### src/rtl/mips_axi_rd_arbiter.sv
// -----------------------------------------------------------------------------
// mips_axi_rd_arbiter
//
// Serialises the MIPS core's instruction-fetch and data-load read requests onto
// a single AXI AR/R channel pair, with at most one transaction outstanding.
// The AR side (axi_araddr, axi_arvalid) is driven from registers. The R
// response is routed back to whichever requester owns the current transaction.
// Grant, wait and read-error counters feed the performance-counter bank.
//
// Configuration macro:
//   MIPS_RD_ARB_RR_EN  - defined: round-robin on ties (the requester that was
//                        not granted last wins).
//                        undefined: fixed priority, data beats inst.
//
// Ports:
//   mips_cpu_clk, mips_cpu_reset_n        clock, async active-low reset
//   inst_req_valid/addr, inst_req_ack     fetch request, AR-handshake pulse
//   inst_rdata/rvalid, inst_rack          fetch read data and its handshake
//   data_req_* / data_r*                  same set for the load requester
//   axi_ar* / axi_r*                      AXI read address and read data channels
//   cnt_inst_grant, cnt_data_grant        grants issued per requester
//   cnt_wait                              cycles stalled on arready or rvalid
//   cnt_rd_err                            responses with a nonzero rresp
// -----------------------------------------------------------------------------
module mips_axi_rd_arbiter #(
    parameter int ADDR_W = 32,
    parameter int DATA_W = 32
) (
    input  logic              mips_cpu_clk,
    input  logic              mips_cpu_reset_n,
    input  logic              inst_req_valid,
    input  logic [ADDR_W-1:0] inst_req_addr,
    output logic              inst_req_ack,
    output logic [DATA_W-1:0] inst_rdata,
    output logic              inst_rvalid,
    input  logic              inst_rack,
    input  logic              data_req_valid,
    input  logic [ADDR_W-1:0] data_req_addr,
    output logic              data_req_ack,
    output logic [DATA_W-1:0] data_rdata,
    output logic              data_rvalid,
    input  logic              data_rack,
    output logic [ADDR_W-1:0] axi_araddr,
    output logic              axi_arvalid,
    input  logic              axi_arready,
    input  logic [DATA_W-1:0] axi_rdata,
    input  logic [1:0]        axi_rresp,
    input  logic              axi_rvalid,
    output logic              axi_rready,
    output logic [31:0]       cnt_inst_grant,
    output logic [31:0]       cnt_data_grant,
    output logic [31:0]       cnt_wait,
    output logic [31:0]       cnt_rd_err
);

    typedef enum logic [1:0] {
        ST_IDLE = 2'b00,
        ST_ADDR = 2'b01,
        ST_DATA = 2'b10
    } state_e;

    state_e state_r;
    logic   own_r;              // 0 = inst owns the transaction, 1 = data
`ifdef MIPS_RD_ARB_RR_EN
    logic   last_grant_r;       // 0 = inst was granted last, 1 = data
`endif

    logic   win_s;              // arbitration winner, same encoding as own_r
    logic   in_addr_s;
    logic   in_data_s;
    logic   owner_rack_s;
    logic   ar_hs_s;
    logic   r_hs_s;
    logic   wait_s;

    // Arbitration: pick the requester that wins if granted this cycle.
    always_comb begin
`ifdef MIPS_RD_ARB_RR_EN
        if (inst_req_valid && data_req_valid) begin
            win_s = ~last_grant_r;
        end else begin
            win_s = data_req_valid;
        end
`else
        win_s = data_req_valid;
`endif
    end

    // Handshake decode and combinational routing of acks and R data to the owner.
    always_comb begin
        in_addr_s    = (state_r == ST_ADDR);
        in_data_s    = (state_r == ST_DATA);
        owner_rack_s = own_r ? data_rack : inst_rack;
        ar_hs_s      = in_addr_s & axi_arready;
        r_hs_s       = in_data_s & axi_rvalid & owner_rack_s;
        wait_s       = (in_addr_s & ~axi_arready) | (in_data_s & ~axi_rvalid);

        inst_req_ack = ar_hs_s & ~own_r;
        data_req_ack = ar_hs_s & own_r;
        axi_rready   = in_data_s & owner_rack_s;
        inst_rvalid  = in_data_s & ~own_r & axi_rvalid;
        data_rvalid  = in_data_s & own_r & axi_rvalid;

        if (in_data_s && !own_r) begin
            inst_rdata = axi_rdata;
        end else begin
            inst_rdata = {DATA_W{1'b0}};
        end

        if (in_data_s && own_r) begin
            data_rdata = axi_rdata;
        end else begin
            data_rdata = {DATA_W{1'b0}};
        end
    end

    // Transaction FSM, registered AR outputs and performance counters.
    always_ff @(posedge mips_cpu_clk or negedge mips_cpu_reset_n) begin
        if (!mips_cpu_reset_n) begin
            state_r        <= ST_IDLE;
            own_r          <= 1'b0;
            axi_arvalid    <= 1'b0;
            axi_araddr     <= {ADDR_W{1'b0}};
            cnt_inst_grant <= 32'd0;
            cnt_data_grant <= 32'd0;
            cnt_wait       <= 32'd0;
            cnt_rd_err     <= 32'd0;
`ifdef MIPS_RD_ARB_RR_EN
            last_grant_r   <= 1'b1;
`endif
        end else begin
            if (wait_s) begin
                cnt_wait <= cnt_wait + 32'd1;
            end
            case (state_r)
                ST_IDLE: begin
                    if (inst_req_valid || data_req_valid) begin
                        own_r       <= win_s;
                        axi_araddr  <= win_s ? data_req_addr : inst_req_addr;
                        axi_arvalid <= 1'b1;
                        state_r     <= ST_ADDR;
                    end
                end
                ST_ADDR: begin
                    if (axi_arready) begin
                        axi_arvalid <= 1'b0;
                        if (own_r) begin
                            cnt_data_grant <= cnt_data_grant + 32'd1;
                        end else begin
                            cnt_inst_grant <= cnt_inst_grant + 32'd1;
                        end
`ifdef MIPS_RD_ARB_RR_EN
                        last_grant_r <= own_r;
`endif
                        state_r <= ST_DATA;
                    end
                end
                ST_DATA: begin
                    // An error response is still delivered; it is only counted.
                    if (r_hs_s) begin
                        if (axi_rresp != 2'b00) begin
                            cnt_rd_err <= cnt_rd_err + 32'd1;
                        end
                        state_r <= ST_IDLE;
                    end
                end
                default: begin
                    axi_arvalid <= 1'b0;
                    state_r     <= ST_IDLE;
                end
            endcase
        end
    end

endmodule

### config.mk
export PLATFORM = sky130hd
export DESIGN_NAME = mips_axi_rd_arbiter
export DESIGN_NICKNAME = d
export VERILOG_FILES = /design/src/rtl/mips_axi_rd_arbiter.sv
export SDC_FILE = /design/constraint.sdc
export NUM_CORES = 1
export LEC_CHECK = 0
export ABC_AREA = 1
export CAP_MARGIN = 20
export CORE_MARGIN = 1
export CORE_UTILIZATION = 30
export CTS_CLUSTER_DIAMETER = 50
export CTS_CLUSTER_SIZE = 12
export DETAILED_ROUTE_END_ITERATION = 16
export HOLD_SLACK_MARGIN = 0.02
export SLEW_MARGIN = 20
export SYNTH_ARGS = -nofsm -noshare
export SYNTH_HDL_FRONTEND = slang
export SYNTH_SLANG_ARGS = --single-unit
### constraint.sdc
create_clock -name mips_cpu_clk -period 2.47 [get_ports mips_cpu_clk]
set_clock_uncertainty 0.2 [all_clocks]
set_input_delay 0.741 -clock mips_cpu_clk [delete_from_list [all_inputs] [get_ports mips_cpu_clk]]
set_output_delay 0.741 -clock mips_cpu_clk [all_outputs]
set_load 0.05 [all_outputs]
Word-level counts from Yosys, hierarchy flattened
Index checks and enable logic that the tools add are counted.
{"block": "totals", "elab_cells": 57, "rom_bits": 0, "latchBits": 0, "ff_bits": 164, "mem_bits_rw": 0, "memories": 0, "inputBits": 106, "output_inout_bits": 230}
{"block": "op_classes", "bitwise": 17, "n_addsub": 4, "n_reduce_logical": 12, "n_div": 0, "order_cmp": 0, "eq_ne": 5, "multipliers": 0, "mux": 11, "n_shift": 0}
{"operator": "adder 32 x 1 -> 32 bit, second input constant", "count": 4}
{"operator": "two-way mux 32 bit", "count": 3}
{"operator": "AND reduction 3 bit", "count": 5}
{"operator": "AND 1 bit", "count": 12}
{"operator": "two-way mux 2 bit", "count": 3}
{"operator": "one-hot mux 2 bit (3 select lines)", "count": 1}
{"operator": "inequality test 2 bit, second input constant", "count": 2}
{"operator": "NOT 1 bit", "count": 4}
{"operator": "two-way mux 1 bit", "count": 3}
{"operator": "one-hot mux 1 bit (3 select lines)", "count": 1}
{"operator": "equality test 2 x 1 -> 1 bit, second input constant", "count": 1}
{"operator": "equality test 2 bit, second input constant", "count": 1}
{"operator": "logical AND 1 bit", "count": 2}
{"operator": "zero test 2 bit", "count": 1}
{"operator": "inequality test 2 x 1 -> 1 bit, second input constant", "count": 1}
{"operator": "AND reduction 2 bit", "count": 1}
{"operator": "nonzero test 2 bit", "count": 1}
{"operator": "zero test 1 bit", "count": 1}
{"operator": "logical OR 1 bit", "count": 1}
{"operator": "bitwise OR 1 bit", "count": 1}

Depth between registers and ports, before layout
Gate-level depths: netlist of the first run.
{"block": "logic_depth", "word_depth": 5, "ltp_mapped": 10, "mapped_depth_nobuf": 10}

Worst setup path before layout of the first run
OpenSTA, ideal clock, no wires.
{"block": "synth_timing", "path_kind": "reg-to-output", "start": "register state_r[0]", "end": "output port inst_rdata[10]", "stages_incl_launch_ff": 7, "n_path_buf": 1, "t_arrival_ps": 1639, "path_slack_ps": -110, "required_ps": 1529, "cell_sequence": "dfrtp_1 > inv_2 > nand2_2 > inv_1 > nand2_1 > clkbuf_1 > nor2_1"}
{"block": "synth_between", "elab_chain_len": 3}
{"item": "start: declaration", "line": "62", "source": "state_e state_r;"}
{"item": "start signal: assignment", "line": "120", "source": "state_r <= ST_IDLE;"}
{"item": "start signal: assignment", "line": "141", "source": "state_r <= ST_ADDR;"}
{"item": "start signal: assignment", "line": "155", "source": "state_r <= ST_DATA;"}
{"item": "equality test 2 bit", "line": "92", "source": "in_data_s = (state_r == ST_DATA);"}
{"item": "logical AND 1 bit", "line": "104", "source": "if (in_data_s && !own_r) begin"}
{"item": "two-way mux 32 bit", "line": "104"}
{"item": "end: declaration", "line": "34", "source": "output logic [DATA_W-1:0] inst_rdata,"}
No other way between the ends.

Worst setup path after layout of the first run
{"block": "layout_timing", "start": "input port axi_rdata[31]", "end": "output port inst_rdata[31]"}
{"block": "layout_between", "elab_chain_len": 1}
{"item": "start: declaration", "line": "46", "source": "input logic [DATA_W-1:0] axi_rdata,"}
{"item": "two-way mux 32 bit", "line": "104"}
No other way between the ends.

==> impl_metrics.csv, run 1 <==
group,metric,value,unit
placement,io_buffers,335,
power,p_leak,7.34,nW
placement,place_ws,-518,ps
cells_and_area,seqCellArea,4110,sq um
timing,setup-tns-final,-6620,ps
drt,final_antenna_net_count,0,
timing,timing.final.ws_setup,-149,ps
worst_hold_path,hp-class,"reg2reg",
setup_path,crit_path_start_kind,"input pin",
placement,place_congestion,0.856,
placement,dp_hpwl,24.7,mm
grt,grt_max_degree,39,
timing,tightestPinTransition,508,ps
setup_path,reg2reg_from,"state_r[1]$_DFFE_PN0P_",
synthesis,syn_area_per_cell,7.48,sq um
synthesis,synthFlopType,"dfrtp_1",
setup_path,endpoint_kind,"primary output",
timing,rsz0062_at_grt,"true",
timing,hold_slack,289,ps
setup_path,critical_path_buf_inv_count,4,
setup_path,critPathSlowestCell,"clkdlybuf4s50_1",
run,timing.max_cap.violations,0,
setup_path,critPathLaunch,"axi_rdata[31]",
worst_hold_path,worstHoldStart,"axi_araddr[25]$_DFFE_PN0P_",
synthesis,synth_area,9310,sq um
power,power_density,855,nW/um^2
floorplanning,num_rows,64,
clock_tree,clkSinkCount,164,
timing,fin_crit_sh,1.06,
clock_tree,clock-root-buffer,"clkbuf_16",
worst_hold_path,holdPathStages,2,
drt,routed_wl,32.1,mm
floorplanning,die_w,178,um
grt,track_usage,0.206,
setup_path,critical_path_required,1530,ps
drt,drtIter0Drc,490,
synthesis,ys_warn_count,0,
cells_and_area,multi_input_comb_area,4960,sq um
floorplanning,io_pins,336,
clock_tree,cts_tree,"done",
run_status,violations,"setup timing",
setup_path,critPathTopFamily,"buffers and inverters",
clock_tree,clk_pin_slew,80,ps
setup_path,cp_max_fo,2,
floorplanning,die_area,31700,sq um
drt,dr_total_vias,9359,
synthesis,postSynthCellCount,1245,
setup_path,reg2reg_setup_slack,510,ps
run_status,outcome,"finished, violations left",
synthesis,synth_cell_types,37,
setup_path,worstPathArrival,1680,ps
setup_path,worstReg2RegEnd,"cnt_data_grant[20]$_DFFE_PN0P_",
cells_and_area,fillers,2859,
setup_path,reg2regPathDepth,10,
drt,drt-wirelength-per-cell,15.6,um
clock_tree,cts_max_level,4,
placement,placedCellCount,2011,
cells_and_area,layout-drive-gt1-share,0.279,
power,peakVddDrop,0.576,mV
timing,drv_slew,0,
setup_path,crit_path_cell_trace,"clkdlybuf4s50_1 -> inv_1 -> nor2_4 -> buf_6 -> buf_12",
setup_path,crit_end,"inst_rdata[31]",
timing,fmax,382,MHz
grt,overflow,0,
drt,drtPass1Iterations,4,
grt,antenna_found_initial,2,
setup_path,path_depth,5,
setup_path,critPathKind,"in2out",
synthesis,synth_fp_nets,1355,
floorplanning,start_util,0.304,
clock_tree,insertion_delay,440,ps
timing,fin_crit,2620,ps
grt,grt_pass1_wl,50.3,mm
clock_tree,cts_made_buffers,17,
setup_path,cp_slowest_stage_delay,460,ps
synthesis,synth_seq_area_share,0.441,
synthesis,ys_ff_latch,164,
floorplanning,core-area,30600,sq um
cells_and_area,nNetsFinal,1755,
synthesis,async_reset_ff_frac,1.00,
drt,viasPerCell,4.55,
floorplanning,die_h,178,um
cells_and_area,final_cells,2057,
drt,drc_errors,0,
clock_tree,clockBufferDepth,2,
grt,grt_pass1_vias,9314,
synthesis,synth_edf_count,0,
timing,setup_viol,67,
timing,max-slew-margin-rel,0.662,
cells_and_area,area_growth_syn_to_layout,64.6,%
timing,hold_viol_final,0,
-- through the flow --
step | area (sq um) | total power [mW] | util
after floorplan | 9310 | 6.79 | -
final | 15300 | 13.1 | 0.501
after global placement | 13900 | 9.48 | 0.454
after global routing | 15300 | 13.7 | 0.501
after detailed placement | 13900 | 9.52 | 0.454
after CTS | 15200 | 13.2 | 0.498
-- worst min-delay path by stage --
| stage | end | slack (ps) |
|---|---|---|
| floorplan | axi_araddr[0]$_DFFE_PN0P_ | 250 |
| global placement | axi_araddr[23]$_DFFE_PN0P_ | 270 |
| detailed placement | axi_araddr[12]$_DFFE_PN0P_ | 280 |
| CTS | axi_araddr[31]$_DFFE_PN0P_ | 290 |
| global route | axi_araddr[11]$_DFFE_PN0P_ | 310 |
| finish | axi_araddr[25]$_DFFE_PN0P_ | 290 |
-- layout by cell type, fill, tap and decap left out, types with 7 or more instances in the layout --
cell,n
nand4_1,37
nand3b_1,9
inv_1,169
clkbuf_16,18
nor2_2,11
nor3_1,18
nor2_1,114
dfrtp_1,163
xnor2_1,37
buf_4,200
clkdlybuf4s50_1,100
xor2_1,39
nand3_1,59
buf_12,77
nor2_4,76
nand2_2,7
dlygate4sd2_1,10
inv_2,11
nand2_1,357
buf_6,9
o21ai_0,68
-- final cells by class --
cell class / instances / share of cell area
Antenna cell: 3 / 0.000490
Clock buffer: 17 / 0.0278
Clock inverter: 15 / 0.0122
Inverter: 183 / 0.0457
Multi-Input combinational cell: 874 / 0.324
Sequential cell: 164 / 0.268
Tap cell: 396 / 0.0323
Timing Repair Buffer: 405 / 0.290
-- worst reg2reg max path: cells and delay by family (launching register included) --
family / cells / cell delay, ps
buf+inv: 4 / 540
xor+xnor: 1 / 140
simple gates: 5 / 570
flops: 1 / 400
-- state kept, by name, indices dropped and copies added, names as in the netlist --
signal and flops:
own_r 1, cnt_rd_err 32, state_r 2, axi_arvalid 1, cnt_data_grant 32, cnt_inst_grant 32
cnt_wait 32, axi_araddr 32
-- timing repair --
action / CTS / global route
resized for setup: 161 / 25
hold endpoints to repair: 27 / 0
setup endpoints to repair: 76 / 67
buffers inserted: 7 / 1
pin swaps: 13 / 15
hold buffers: 1 / 0
cloned: 6 / 1
-- where the power goes --
part | leakage, nW | switching [mW] | internal, mW
Combinational | 4.90 | 4.22 | 2.56
Clock | 0.297 | 1.27 | 1.55
Sequential | 2.14 | 0.374 | 3.13
-- cell families after synthesis --
family / after synthesis / synth area share
adders and majority gates: 4 / 0.00538
AOI/OAI and AO/OA: 78 / 0.0435
buffers and inverters: 207 / 0.0870
muxes: 1 / 0.00121
DFF: 164 / 0.441
and+or+nand+nor: 713 / 0.347
xor gates and xnor gates: 78 / 0.0750
-- synth_stat cells (2+ instances only) --
library cell	n	area share
o21ai_0	69	0.037
buf_1	2	0.00081
inv_2	2	0.00081
nor2_4	10	0.012
nand3_1	59	0.032
nand3_2	4	0.0043
o21bai_1	2	0.0016
xor2_2	2	0.0035
xor2_1	39	0.037
nor2_8	4	0.0086
a21oi_1	2	0.0011
buf_6	2	0.0024
clkbuf_1	14	0.0056
nor2_1	180	0.073
dfrtp_1	164	0.44
nor3_1	18	0.0097
buf_4	2	0.0016
xnor2_1	37	0.035
o21ai_1	3	0.0016
buf_2	4	0.0022
and2_1	3	0.0020
nand4_1	37	0.025
nand2_1	361	0.15
nand2_4	2	0.0024
ha_1	4	0.0054
inv_1	180	0.073
nand2_2	7	0.0047
nand3b_1	9	0.0073
nand3_4	5	0.0094
nor2_2	11	0.0074
-- per-layer routing --
layer  GRT usage  vias up  part of all wire
met5           0        -                 0
met4      0.0691        0             0.022
met3      0.0454       42             0.056
met2       0.358      282              0.51
met1       0.250     4375              0.41
li1            -     4660                 -
Note: power is estimated with default switching activity, not from simulation.
==> run 2: changes to the inputs <==
==> constraint.sdc (replaced) <==
create_clock -name mips_cpu_clk -period 2.47 [get_ports mips_cpu_clk]
set_clock_uncertainty 0.2 [all_clocks]
set_input_delay 0.494 -clock mips_cpu_clk [delete_from_list [all_inputs] [get_ports mips_cpu_clk]]
set_output_delay 0.494 -clock mips_cpu_clk [all_outputs]
set_load 0.05 [all_outputs]
==> impl_metrics.csv, run 2 (synthesized netlist as in run 1, its figures left out) <==
group,metric,value,unit
drt,drc_errors,0,
grt,grt_pass1_wl,49.8,mm
run_status,outcome,"finished clean",
clock_tree,cts_max_level,4,
floorplanning,die_area,31700,sq um
power,peakVddDrop,0.578,mV
timing,setup-tns-final,0,ps
timing,max-slew-margin-rel,0.628,
timing,rsz0062_at_grt,"false",
worst_hold_path,hp-class,"reg2reg",
setup_path,cp_slowest_stage_delay,880,ps
cells_and_area,layout_common_cells,"nand2_1 (359), clkdlybuf4s50_1 (237), inv_1 (178), dfrtp_1 (164), nor2_1 (119)",
clock_tree,insertion_delay,430,ps
clock_tree,cts_tree,"done",
floorplanning,die_h,178,um
setup_path,crit_path_start_kind,"flop",
timing,fin_crit,2440,ps
power,p_leak,7.14,nW
drt,drt-wirelength-per-cell,15.9,um
power,power,12.5,mW
timing,tightestPinTransition,557,ps
cells_and_area,area_growth_syn_to_layout,60.8,%
timing,fmax,410,MHz
drt,drtPass1Iterations,4,
grt,grt_max_degree,50,
placement,dp_hpwl,25.2,mm
clock_tree,clock-root-buffer,"clkbuf_16",
placement,io_buffers,335,
floorplanning,io_pins,336,
setup_path,crit_path_cell_trace,"clkdlybuf4s50_1",
setup_path,critPathKind,"reg2out",
setup_path,worstPathArrival,1740,ps
cells_and_area,final_area,15000,sq um
floorplanning,num_rows,64,
power,power_density,833,nW/um^2
placement,placedCellCount,1976,
drt,viasPerCell,4.55,
cells_and_area,fillers,2962,
placement,place_congestion,0.915,
setup_path,critical_path_required,1780,ps
timing,drv_slew,0,
setup_path,endpoint_kind,"primary output",
clock_tree,clockBufferDepth,2,
placement,post_dp_cell_area,14000,sq um
drt,routed_wl,32.0,mm
setup_path,cp_max_fo,5,
cells_and_area,final_cells,2016,
cells_and_area,nNetsFinal,1715,
grt,track_usage,0.204,
timing,fin_crit_sh,0.987,
cells_and_area,layout-drive-gt1-share,0.156,
clock_tree,cts_made_buffers,17,
clock_tree,clkSinkCount,164,
setup_path,critPathSlowestCell,"clkdlybuf4s50_1",
drt,dr_total_vias,9170,
grt,antenna_found_initial,2,
floorplanning,core-area,30600,sq um
cells_and_area,layout_commonest_cell,"nand2_1",
grt,overflow,0,
setup_path,critical_path_buf_inv_count,1,
drt,drtIter0Drc,433,
clock_tree,clk_pin_slew,70,ps
timing,hold_viol_final,0,
run,timing.max_cap.violations,0,
floorplanning,start_util,0.304,
drt,final_antenna_net_count,0,
setup_path,critPathTopFamily,"buffers and inverters",
timing,setup_viol,0,
floorplanning,die_w,178,um
grt,grt_pass1_vias,9024,
[run 2: layout make-up]
cell class | count | area [sq um] | share of cell area
Tap cell | 396 | 495 | 0.0331
Clock buffer | 19 | 443 | 0.0296
Antenna cell | 2 | 5.00 | 0.000334
Clock inverter | 13 | 143 | 0.00953
Timing Repair Buffer | 365 | 4450 | 0.297
Multi-Input combinational cell | 874 | 4630 | 0.310
Sequential cell | 164 | 4100 | 0.274
Inverter | 183 | 699 | 0.0467
[run 2: metal layers]
layer  vias to the layer above  track usage  part of all wire
met5                         -            0                 0
met4                         0       0.0598             0.021
met3                        32       0.0501             0.061
met2                       259        0.344              0.50
met1                      4316        0.255              0.42
li1                       4563            -                 -
[run 2: worst paths after layout]
check | cells after the start | slack (ps) | endpoint | start
max in group asynchronous | 3 | 1060 | cnt_rd_err[18]$_DFFE_PN0P_ | mips_cpu_reset_n
min in group asynchronous | 2 | 400 | cnt_data_grant[27]$_DFFE_PN0P_ | mips_cpu_reset_n
max reg2reg | 8 | 470 | cnt_wait[19]$_DFFE_PN0P_ | state_r[1]$_DFFE_PN0P_
min | 2 | 290 | axi_araddr[19]$_DFFE_PN0P_ | axi_araddr[19]$_DFFE_PN0P_
max | 1 | 30 | cnt_rd_err[26] | cnt_rd_err[26]$_DFFE_PN0P_
min reg2reg | 2 | 290 | axi_araddr[19]$_DFFE_PN0P_ | axi_araddr[19]$_DFFE_PN0P_
[run 2: report_power, final]
part           switching [mW]  total, mW  internal, mW  leakage [nW]
logic                    3.94       6.29          2.35          4.71
registers               0.376       3.50          3.13          2.14
clock network            1.22       2.68          1.46         0.282
[run 2: through the flow]
step,util,hold slack (ps),setup WS [ps]
final,0.489,289,31.1
after global routing,0.489,312,0.132
after CTS,0.485,294,2.08
after detailed placement,0.458,277,-7.41
after global placement,0.458,266,50.9
after floorplan,-,-1.59,137
[run 2: repair_timing]
| item | CTS | global route |
|---|---|---|
| endpoints found under the setup margin | 72 | 34 |
| resized for setup | 74 | 33 |
| hold buffers | 1 | 0 |
| gates cloned | 2 | 1 |
| endpoints found under the hold margin | 43 | 0 |
| buffers inserted | 2 | 0 |
